### config.mk
export PLATFORM = sky130hd
export DESIGN_NAME = fifo_serializer
export DESIGN_NICKNAME = d
export VERILOG_FILES = /design/src/rtl/fifo_serializer.sv
export SDC_FILE = /design/constraint.sdc
export NUM_CORES = 1
export LEC_CHECK = 0
export CAP_MARGIN = 20
export CORE_MARGIN = 1.5
export CORE_UTILIZATION = 58
export CTS_BUF_LIST = sky130_fd_sc_hd__clkbuf_16
export CTS_CLUSTER_SIZE = 16
export DETAILED_ROUTE_END_ITERATION = 8
export PLACE_DENSITY = 0.8
export SETUP_SLACK_MARGIN = 0.02
export SLEW_MARGIN = 15
export SYNTH_ARGS = -nofsm -noshare
export SYNTH_HDL_FRONTEND = slang
export SYNTH_SLANG_ARGS = --single-unit
### constraint.sdc
create_clock -name clk -period 4.06 [get_ports clk]
set_input_delay 0.609 -clock clk [delete_from_list [all_inputs] [get_ports clk]]
set_output_delay 0.609 -clock clk [all_outputs]
set_load 0.005 [all_outputs]
### src/rtl/fifo_serializer.sv
// fifo_serializer: pops one word at a time from a FIFO and sends it as an idle-high serial frame
// (start bit, LSB-first data, stop bit). Define FIFO_SERIALIZER_PARITY_EN to add an even-parity bit.
module fifo_serializer #(
  parameter int DATO_WIDTH = 3,
  parameter int BAUD_DIV   = 4
) (
  input  logic                  clk,
  input  logic                  rst,
  input  logic                  empy,
  input  logic [DATO_WIDTH-1:0] datin,
  output logic                  rd,
  output logic                  tx,
  output logic                  busy,
  output logic                  done
);

  localparam int             BCW        = $clog2(DATO_WIDTH + 1);
  localparam logic [7:0]     BAUD_LAST  = 8'(BAUD_DIV - 1);
  localparam logic [7:0]     BAUD_PEN   = 8'((BAUD_DIV > 1) ? BAUD_DIV - 2 : 0);
  localparam logic [BCW-1:0] BIT_LAST   = BCW'(DATO_WIDTH - 1);
  localparam logic [BCW-1:0] BIT_ONE    = BCW'(1);
  localparam bit             SHORT_STOP = (BAUD_DIV == 1);

  typedef enum logic [2:0] {
    IDLE,
    RD,
    CAP,
    START,
    DATA,
`ifdef FIFO_SERIALIZER_PARITY_EN
    PAR,
`endif
    STOP
  } state_e;

  state_e                state_q;
  logic [DATO_WIDTH-1:0] shift_q;
  logic [DATO_WIDTH-1:0] shift_d;
  logic [BCW-1:0]        bitCnt_q;
  logic [7:0]            baudCnt_q;
  logic                  rd_q;
  logic                  tx_q;
  logic                  busy_q;
  logic                  done_q;
  logic                  baudLast;
`ifdef FIFO_SERIALIZER_PARITY_EN
  logic                  par_q;
`endif

  assign shift_d  = shift_q >> 1;
  assign baudLast = (baudCnt_q == BAUD_LAST);

  // Outputs are registered, so each transition loads the values the next state must present;
  // done is raised one cycle early so it lands on the final STOP cycle.
  always_ff @(posedge clk) begin
    if (rst) begin
      state_q   <= IDLE;
      shift_q   <= '0;
      bitCnt_q  <= '0;
      baudCnt_q <= '0;
      rd_q      <= 1'b0;
      tx_q      <= 1'b1;
      busy_q    <= 1'b0;
      done_q    <= 1'b0;
`ifdef FIFO_SERIALIZER_PARITY_EN
      par_q     <= 1'b0;
`endif
    end else begin
      rd_q   <= 1'b0;
      done_q <= 1'b0;
      case (state_q)
        IDLE: begin
          if (!empy) begin
            rd_q    <= 1'b1;
            busy_q  <= 1'b1;
            state_q <= RD;
          end
        end
        RD: state_q <= CAP;
        CAP: begin
          shift_q   <= datin;
`ifdef FIFO_SERIALIZER_PARITY_EN
          par_q     <= ^datin;
`endif
          baudCnt_q <= '0;
          tx_q      <= 1'b0;
          state_q   <= START;
        end
        START: begin
          if (baudLast) begin
            baudCnt_q <= '0;
            bitCnt_q  <= '0;
            tx_q      <= shift_q[0];
            state_q   <= DATA;
          end else begin
            baudCnt_q <= baudCnt_q + 8'd1;
          end
        end
        DATA: begin
          if (baudLast) begin
            baudCnt_q <= '0;
            if (bitCnt_q == BIT_LAST) begin
`ifdef FIFO_SERIALIZER_PARITY_EN
              tx_q    <= par_q;
              state_q <= PAR;
`else
              tx_q    <= 1'b1;
              done_q  <= SHORT_STOP;
              state_q <= STOP;
`endif
            end else begin
              shift_q  <= shift_d;
              bitCnt_q <= bitCnt_q + BIT_ONE;
              tx_q     <= shift_d[0];
            end
          end else begin
            baudCnt_q <= baudCnt_q + 8'd1;
          end
        end
`ifdef FIFO_SERIALIZER_PARITY_EN
        PAR: begin
          if (baudLast) begin
            baudCnt_q <= '0;
            tx_q      <= 1'b1;
            done_q    <= SHORT_STOP;
            state_q   <= STOP;
          end else begin
            baudCnt_q <= baudCnt_q + 8'd1;
          end
        end
`endif
        STOP: begin
          if (baudLast) begin
            baudCnt_q <= '0;
            busy_q    <= 1'b0;
            state_q   <= IDLE;
          end else begin
            baudCnt_q <= baudCnt_q + 8'd1;
            done_q    <= (baudCnt_q == BAUD_PEN);
          end
        end
        default: begin
          tx_q    <= 1'b1;
          busy_q  <= 1'b0;
          state_q <= IDLE;
        end
      endcase
    end
  end

  assign rd   = rd_q;
  assign tx   = tx_q;
  assign busy = busy_q;
  assign done = done_q;

endmodule

### Yosys cells after proc, flatten, opt, wreduce, memory -nomap -nowiden

Cells that the tools add are included.

| storage, ports and cells | value |
|---|---|
| register bits | 20 |
| output and inout bits | 4 |
| input port bits | 6 |
| word-level logic and storage cells | 65 |

| cells by class | value |
|---|---|
| reductions and logical operators | 14 |
| mux-type cells | 23 |
| bitwise gates (word level) | 4 |
| $add $sub $neg | 2 |
| equal/unequal tests | 14 |

Operators with widths:

| operator | count |
|---|---|
| 2-to-1 mux 3 bit | 7 |
| one-hot mux 3 bit (6 select lines) | 1 |
| == test 8 x 2 -> 1 bit, second input constant | 2 |
| one-hot mux 8 bit (2 select lines) | 1 |
| inequality test 2 bit, second input constant | 6 |
| AND reduction 3 bit | 3 |
| OR reduction 3 bit | 3 |
| adder 8 x 1 -> 8 bit, second input constant | 1 |
| 2-to-1 mux 8 bit | 1 |
| == test 3 x 2 -> 1 bit, second input constant | 2 |
| == test 3 bit, second input constant | 2 |
| 2-to-1 mux 1 bit | 6 |
| 2-to-1 mux 2 bit | 3 |
| one-hot mux 3 bit (2 select lines) | 1 |
| nonzero test 2 bit | 3 |
| AND reduction 5 bit | 1 |
| NOT 1 bit | 4 |
| one-hot mux 1 bit (4 select lines) | 1 |
| one-hot mux 2 bit (2 select lines) | 1 |
| AND reduction 4 bit | 1 |
| OR reduction 4 bit | 1 |
| == test 3 x 1 -> 1 bit, second input constant | 1 |
| zero test 3 bit | 1 |
| one-hot mux 1 bit (3 select lines) | 1 |
| 3 further kinds | 3 |

### Logic depth before layout (Yosys ltp)

Gate-level depths: netlist (run 1).

| depth | value |
|---|---|
| word-level depth | 4 |
| mapped depth | 6 |
| gate-level depth less buffers | 6 |

### Least setup slack after synthesis (run 1)

OpenSTA, ideal clock, no wires.

| timing | value |
|---|---|
| path kind | register to register |
| from | reg baudCnt_q[0] |
| to | reg shift_q[0] |
| buffers on the path | 0 |
| data required time | 3.990 ns |
| path slack | 2.336 ns |
| stages on the path, launching flop included | 6 |
| arrival | 1.653 ns |
| setup time | 0.070 ns |
| period minus slack after synthesis | 1.724 ns |
| path through | dfxtp_1 > ha_1 > nor3b_2 > a41oi_2 > or3_1 > a21oi_1 |

| between the ends | value |
|---|---|
| word-level cells in the longest chain between the ends | 3 |

Ends and longest elaborated chain:

| what | line | text |
|---|---|---|
| start, declared | 40 | `logic [7:0] baudCnt_q;` |
| start signal, assigned | 96 | `baudCnt_q <= baudCnt_q + 8'd1;` |
| start signal, assigned | 117 | `baudCnt_q <= baudCnt_q + 8'd1;` |
| start signal, assigned | 138 | `baudCnt_q <= baudCnt_q + 8'd1;` |
| == test 8 x 2 -> 1 bit | 51 | `assign baudLast = (baudCnt_q == BAUD_LAST);` |
| inequality test 2 bit (no source line) | - |  |
| AND reduction 3 bit (no source line) | - |  |
| end signal, assigned | 81 | `shift_q <= datin;` |
| end signal, assigned | 112 | `shift_q <= shift_d;` |
| end, declared | 37 | `logic [DATO_WIDTH-1:0] shift_q;` |

No other way between the ends.
A chain may end at the register's enable or synchronous reset.

### Final worst setup path (run 1)

| timing | value |
|---|---|
| from | reg baudCnt_q[0] |
| to | reg state_q[0] |

| between the ends | value |
|---|---|
| word-level cells in the longest chain between the ends | 3 |
| elaborated cells between the ends (all ways) | 5 |
| classes of those cells | eq/ne (4); reduce/logical (1) |

Ends and longest elaborated chain:

| what | line | text |
|---|---|---|
| == test 8 x 2 -> 1 bit * | 51 |  |
| inequality test 2 bit (no source line) | - |  |
| AND reduction 5 bit (no source line) * | - |  |
| end signal, assigned | 57 | `state_q <= IDLE;` |
| end signal, assigned | 76 | `state_q <= RD;` |
| end signal, assigned | 79 | `RD: state_q <= CAP;` |
| end, declared | 36 | `state_e state_q;` |

Mark *: on every way between the ends. The rest lies on a longest branch, timed or not.

==> results of run 1 <==
[final cells by class]
cell class	instances	area [µm²]	share of cell area, %
multi-input combinational	107	708	52.5
tap	25	31.3	2.32
sequential	20	400	29.7
clock buffer	3	75.1	5.56
timing repair buffer	9	90.1	6.67
clock inverter	1	30.0	2.22
inverter	4	15.0	1.11
[synthesized netlist by cell type (3+ instances only)]
| cell type | number | area share [%] |
|---|---|---|
| clkbuf_1 | 4 | 1.3 |
| dfxtp_1 | 20 | 35 |
| nor2_1 | 9 | 2.9 |
| ha_1 | 3 | 3.2 |
| o21ai_0 | 9 | 3.9 |
| a21oi_1 | 10 | 4.3 |
| nand2_1 | 12 | 3.9 |
| o311ai_0 | 3 | 2.3 |
| inv_1 | 4 | 1.3 |
| nand2b_1 | 3 | 1.6 |
| nand3_1 | 5 | 2.2 |
| and3_1 | 4 | 2.2 |
| nor2b_1 | 3 | 1.6 |
| buf_1 | 3 | 0.97 |
| or3_1 | 6 | 3.2 |
| o211ai_1 | 4 | 2.6 |
[worst min path at each step]
stage               slack, ns     endpoint  cells past startpoint
finish                   0.47  bitCnt_q[1]                      2
global route             0.50  bitCnt_q[0]                      2
CTS                      0.48  bitCnt_q[1]                      2
detailed placement       0.47  bitCnt_q[1]                      2
global placement         0.44  bitCnt_q[1]                      2
floorplan                0.44  bitCnt_q[1]                      2
[state kept, by name, indices dropped and copies added (netlist names)]
signal / flops
busy: 1
baudCnt_q: 8
done: 1
bitCnt_q: 2
rd: 1
state_q: 3
shift_q: 3
tx: 1
[layer usage]
layer | wire (µm) | vias up | GRT usage, %
li1 | - | 531 | -
met3 | 96 | 4 | 3.77
met1 | 1160 | 502 | 31.2
met4 | 20 | 0 | 4.86
met5 | 0 | - | 0
met2 | 1180 | 26 | 40.0
[critical path: stages, from the launching register on]
cell     delay (ns)
dfxtp_1        0.49
ha_1           0.32
nor3b_2        0.44
and2_0         0.39
a21oi_1        0.11
o211a_1        0.23
[power by group through the flow]
stage	Clock [mW]	Sequential [mW]	Combinational [mW]
after floorplan	0	0.214	0.0383
after global placement	0	0.223	0.0445
after detailed placement	0	0.224	0.0463
after CTS	0.269	0.219	0.0466
after global routing	0.276	0.221	0.0517
final	0.266	0.220	0.0469
[kinds of logic after synthesis]
family / count (synthesis)
and+or+nand+nor: 58
AOI/OAI and AO/OA: 42
DFF: 20
buffers and inverters: 13
adders and majority gates: 3
xor gates and xnor gates: 2
muxes: 2
[per-stage QoR]
| stage | cell area (µm²) | cells | total power, mW |
|---|---|---|---|
| 2_1_floorplan | 1160 | 140 | 0.252 |
| 5_1_grt | 1350 | 169 | 0.549 |
| 3_5_place_dp | 1240 | 165 | 0.270 |
| 4_1_cts | 1350 | 169 | 0.534 |
| 3_3_place_gp | 1240 | 165 | 0.267 |
| 6_report | 1350 | 169 | 0.533 |
==> summary.md, run 1 <==
| Metric | Value |
|---|---|
| Gate Count Post-Synth | `140` |
| H-tree Lvls | `1` |
| Worst Min Path Start | `bitCnt_q[1]` |
| Drt first-iter violations | `39` |
| GPL Wtd Cong | `0.820` |
| FMAX | `477 MHz` |
| Reg-to-Reg End | `state_q[0]` |
| Row Count | `15` |
| Vias in the first global route | `871` |
| Fill cells | `139` |
| Simple-gate share of the synthesized area | `29.8%` |
| Switch share | `20.3%` |
| Antenna-violating nets left | `0` |
| Clock share of power | `49.9%` |
| Vias | `1063` |
| Combinational cell fraction of total power | `8.8%` |
| Status | `finished clean` |
| Min-Delay Path Class | `reg -> reg` |
| First-pass GRT wire length | `3.82 mm` |
| Die height | `47.7 µm` |
| Post-synthesis register bit count | `20` |
| Final slew viol count | `0` |
| Critical path endpoint category | `flop` |
| Chip Width | `47.7 µm` |
| Hold_ws | `0.469 ns` |
| Layout cells sized above 1 | `5.56%` |
| HPWL Detailed | `1.76 mm` |
| Final routed DRC violation total | `0` |
| Clock Tree Root | `clkbuf_16` |
| Synthesized area per cell | `8.28 µm²` |
| Final setup violation count | `0` |
| Ys Warns | `0` |
| Area delta synth->final | `16.4%` |
| R2R Setup Slk | `1.96 ns` |
| Main synth FF type | `dfxtp_1` |
| CP endpoint | `state_q[0]` |
| Post-Route Skew | `0.00211 ns` |
| Post-CTS Resized | `0` |
| Sequential-to-total area share from yosys stat | `34.5%` |
| Post-synthesis net count | `149` |
| Final Hold Vio Count | `0` |
| CTS Hold Bufs | `0` |
| Type of the worst setup path | `reg -> reg` |
| Compound-Gate Fraction of Synth Area | `24.8%` |
| Design internal power | `0.425 mW` |
| DR pass1 iterations | `5` |
| Clock Path Buffers | `2` |
| Commonest non-fill, non-tap cell in the layout | `dfxtp_1` |
| Post-synthesis xor/xnor area fraction | `1.51%` |
| Ports | `10` |
| Slew Limit Headroom | `56.0%` |
| Vias per cell | `6.29` |
| Max cap viols | `0` |
| Total Nets Final | `154` |
| Final min period | `2.10 ns` |
| Largest family of logic cells by synthesized area | `simple AND/OR/NAND/NOR gates` |
| Critical Path Fanout Max | `9` |
| GR Util All Layers | `23.5%` |
| Crit path arrival time | `2.24 ns` |
| Util after Layout | `74.9%` |
| DIE AREA | `0.00228 mm²` |
| Post-synth ARST share | `0%` |
| Crit. Startpoint | `baudCnt_q[0]` |
| Most frequent cells in the layout | `dfxtp_1 (20), nand2_1 (12), a21oi_1 (10)` |
| Reg2reg start | `baudCnt_q[0]` |
| Cts bufs inserted | `3` |
| Sequential Power Share | `41.3%` |
| CP Launch Type | `flop` |
| Cell area power density | `395 mW/mm²` |
| Worst Max-Slew Pin Slew | `0.658 ns` |
| Setup tns final | `0 ns` |
| Post-synth EDFFs | `0` |
| Final period utilization | `51.7%` |
| Worst-path clk slew | `0.05 ns` |
| Final worst setup slack | `1.96 ns` |
| Post-CTS Setup Inserts | `0` |
| Switching power total | `0.108 mW` |
| Reg2reg path depth | `5` |
| Static Leak | `0.497 nW` |
| CTS Sinks | `20` |
| Initial antenna violation count | `0` |
| Starting Density | `64.4%` |
| Total gr overflow | `0` |
| WL/cell | `14.5 µm` |
| Worst skew pair latency | `0.25 ns` |
| Port Buf Inserts | `9` |
| CTS tree | `built` |
| WL final | `2.45 mm` |
| Mux share of post-synthesis cell area | `1.73%` |
| Peak VDD IR | `0.280 mV` |
| Post-Synth Adder-Cell Area | `3.24%` |
| Synth unique cells | `44` |
| RSZ-0062 raised after global routing | `no` |
| Largest net degree at the start of global routing | `23` |
| Mapped Area | `0.00116 mm²` |
| Core area | `0.00180 mm²` |
| N_diodes | `0` |
| DP Worst Slack | `1.83 ns` |
| Worst EP required | `4.20 ns` |
No activity file was read; power rests on OpenSTA's default activity.
==> run 2: changes to the inputs <==
--- a/config.mk
+++ b/config.mk
@@ -7,11 +7,11 @@
 export LEC_CHECK = 0
 export CAP_MARGIN = 20
 export CORE_MARGIN = 1.5
-export CORE_UTILIZATION = 58
+export CORE_UTILIZATION = 50
 export CTS_BUF_LIST = sky130_fd_sc_hd__clkbuf_16
 export CTS_CLUSTER_SIZE = 16
 export DETAILED_ROUTE_END_ITERATION = 8
-export PLACE_DENSITY = 0.8
+export PLACE_DENSITY = 0.73
 export SETUP_SLACK_MARGIN = 0.02
 export SLEW_MARGIN = 15
 export SYNTH_ARGS = -nofsm -noshare
==> constraint.sdc (replaced) <==
create_clock -name clk -period 1.7 [get_ports clk]
set_input_delay 0.255 -clock clk [delete_from_list [all_inputs] [get_ports clk]]
set_output_delay 0.255 -clock clk [all_outputs]
set_load 0.005 [all_outputs]
==> run 2 against run 1 <==
  * Register-to-register slack got worse by 1.9 ns
  * Clock skew rose by 0.0011 ns
  * Global-route usage fell by 0.23 points
  * Worst setup slack got worse by 1.9 ns
  * Sequential share of layout area fell by 2.8 points
  * Clock power rose by 85%
  * Non-clock buffer count rose by 18
  * Highest routed layer unchanged
==> summary.md, run 2 (synthesis results as in run 1) <==
| Metric | Value |
|---|---|
| Layout cells sized above 1 | `20.4% (+15 points)` |
| Reg2reg start | `bitCnt_q[0]` |
| Final period utilization | `96.0% (+44 points)` |
| Post-DP Area | `0.00136 mm² (+9.2%)` |
| Final setup violation count | `0 (unchanged)` |
| WL/cell | `14.1 µm (-2.6%)` |
| Largest net degree at the start of global routing | `18 (-22%)` |
| HPWL Detailed | `1.90 mm (+7.6%)` |
| Most frequent cells in the layout | `buf_4 (18), dfxtp_1 (16), nand2_1 (12), a21oi_1 (10)` |
| Crit path largest cell delay | `0.40 ns (-0.09 ns)` |
| Core area | `0.00219 mm² (+22%)` |
| DP Worst Slack | `-0.0129 ns (-1.84 ns)` |
| R2R Setup Slk | `0.07 ns (-1.89 ns)` |
| Total Nets Final | `172 (+12%)` |
| Ports | `10 (unchanged)` |
| Final min period | `1.63 ns (-0.466 ns)` |
| Port Buf Inserts | `9 (unchanged)` |
| Max reg flops | `8 (unchanged)` |
| Design internal power | `0.877 mW (+110%)` |
| Largest Register | `baudCnt_q` |
| Final slew viol count | `0 (unchanged)` |
| RSZ-0062 raised after global routing | `yes` |
| Reg2reg path depth | `6 (+1)` |
| Peak VDD IR | `0.743 mV (+170%)` |
| Cell area power density | `760 mW/mm² (+93%)` |
| Post-Route Skew | `0.00325 ns (+0.00114 ns)` |
| Vias per cell | `5.92 (-5.9%)` |
| Cell-by-cell trace of the critical path | `inv_1 -> ha_4 -> nor4b_2 -> o211ai_1 -> or3_1 -> a21oi_1` |
| Top Registers | `baudCnt_q (8), shift_q (3), state_q (3)` |
| Clock Tree Root | `clkbuf_16` |
| Worst EP required | `1.88 ns (-2.32 ns)` |
| Commonest non-fill, non-tap cell in the layout | `buf_4` |
| Die height | `51.2 µm (+7.2%)` |
| Chip Width | `51.2 µm (+7.2%)` |
| Hold EP | `shift_q[0]` |
| WL final | `2.69 mm (+9.5%)` |
| First-pass GRT wire length | `4.56 mm (+20%)` |
| Starting Density | `52.9% (-11 points)` |
| Worst hold path cell count | `2 (unchanged)` |
| Vias in the first global route | `990 (+14%)` |
| Pwr Total | `1.15 mW (+120%)` |
| GR Util All Layers | `23.2% (-0.23 points)` |
| Max cap viols | `0 (unchanged)` |
| Hold_ws | `0.474 ns (+0.00572 ns)` |
| Area delta synth->final | `30.3%` |
| Setup tns final | `0 ns (unchanged)` |
| Critical Path Fanout Max | `5 (-4)` |
| Row Count | `17 (+2)` |
| CP max-delay cell | `or3_1` |
| Min-Delay Path Class | `reg -> reg` |
| Status | `finished clean` |
| Reg-to-Reg End | `bitCnt_q[0]` |
| FMAX | `613 MHz (+29%)` |
| Antenna-violating nets left | `0 (unchanged)` |
| Fill cells | `185 (+33%)` |
| Final worst setup slack | `0.0680 ns (-1.89 ns)` |
| Worst-path clk slew | `0.05 ns (about the same)` |
| Worst Max-Slew Pin Slew | `0.379 ns (-0.279 ns)` |
| Initial antenna violation count | `0 (unchanged)` |
| Crit path arrival time | `1.81 ns (-0.43 ns)` |
| Final routed DRC violation total | `0 (unchanged)` |
| Switch share | `23.7% (+3.4 points)` |
| DR pass1 iterations | `4 (-1)` |
| N_diodes | `0 (unchanged)` |
| Met3 Wirelength | `61 µm (-36%)` |
| Final Hold Vio Count | `0 (unchanged)` |
| CTS Sinks | `20 (unchanged)` |
| Sequential Power Share | `44.2% (+2.9 points)` |
| Final instance area | `0.00151 mm² (+12%)` |
| Drt first-iter violations | `35 (-10%)` |
| Static Leak | `0.577 nW (+16%)` |
| Vias | `1125 (+5.8%)` |
| Combinational cell fraction of total power | `13.1% (+4.3 points)` |
| Critical path endpoint category | `flop` |
| Clock share of power | `42.7% (-7.2 points)` |
| Slew Limit Headroom | `74.7% (+19 points)` |
| H-tree Lvls | `1 (unchanged)` |
| Met1 WL | `1.23 mm (+5.9%)` |
| Worst skew pair latency | `0.25 ns (about the same)` |
| CP Launch Type | `flop` |
| WL met2 | `1.34 mm (+14%)` |
| Type of the worst setup path | `reg -> reg` |
| CTS tree | `built` |
| Switching power total | `0.272 mW (+150%)` |
| DIE AREA | `0.00262 mm² (+15%)` |
| Clock Path Buffers | `2 (unchanged)` |
| Total gr overflow | `0 (unchanged)` |
| Worst Min Path Start | `shift_q[0]` |
| GPL Wtd Cong | `0.853 (+4.0%)` |
| Cts bufs inserted | `3 (unchanged)` |
| Highest Signal Layer | `met4` |
-- run 2: changes by cell type in the layout (fill, tap and decap cells not counted), sizes merged --
cell,delta
clkinv,+1
bufinv,-1
buf,+18
-- run 2: layer usage --
layer | up-vias | global-route usage [%]
met2 | 16 | 37.9
met1 | 540 | 30.5
met4 | 0 | 10.8
li1 | 564 | -
met3 | 5 | 2.63
met5 | - | 0
-- run 2: how the worst max path moves through the flow --
stage / slack, ns / end / cells past startpoint / start
4_1_cts: 0.02 / shift_q[1] / 5 / baudCnt_q[0]
5_1_grt: -0.005 / bitCnt_q[0] / 6 / bitCnt_q[0]
6_report: 0.07 / bitCnt_q[0] / 6 / bitCnt_q[0]
3_3_place_gp: 0.04 / baudCnt_q[0] / 5 / baudCnt_q[0]
2_1_floorplan: 0.02 / baudCnt_q[0] / 5 / baudCnt_q[0]
3_5_place_dp: -0.01 / baudCnt_q[0] / 5 / baudCnt_q[0]
-- run 2: critical path, delay by kind of cell (launching register included) --
kind            cells  cell delay [ns]
fa+ha+maj           1             0.18
simple gates        2             0.66
flops               1             0.34
buf+inv             1             0.07
compound gates      2             0.31
-- run 2: per-stage QoR --
stage / std cells / util (%)
global placement: 182 / 62.1
floorplan: 140 / -
CTS: 188 / 67.0
global route: 190 / 69.0
finish: 190 / 69.0
detailed placement: 182 / 62.1
-- run 2: repair_timing --
| item | in CTS | in global routing |
|---|---|---|
| gates resized for setup | 4 | 7 |
| setup endpoints to repair | 6 | 10 |
| pin swaps | 1 | 9 |
| buffers inserted | 2 | 2 |
| endpoints found under the hold margin | 0 | 0 |
| hold buffers | 0 | 0 |
-- run 2: cell type report --
type                            instances  area, µm²  share of cell area (%)
Timing Repair Buffer                   27        225                    14.9
Sequential cell                        20        405                    26.8
Tap cell                               28       35.0                    2.32
Inverter                                4       15.0                   0.993
Multi-Input combinational cell        107        752                    49.8
Clock buffer                            3       75.1                    4.97
Clock inverter                          1       3.75                   0.248
-- run 2: power groups by stage --
| stage | clock [mW] | combinational (mW) | sequential (mW) |
|---|---|---|---|
| global placement | 0 | 0.140 | 0.516 |
| floorplan | 0 | 0.0915 | 0.512 |
| global route | 0.518 | 0.167 | 0.511 |
| finish | 0.491 | 0.150 | 0.508 |
| detailed placement | 0 | 0.143 | 0.517 |
| CTS | 0.501 | 0.149 | 0.507 |
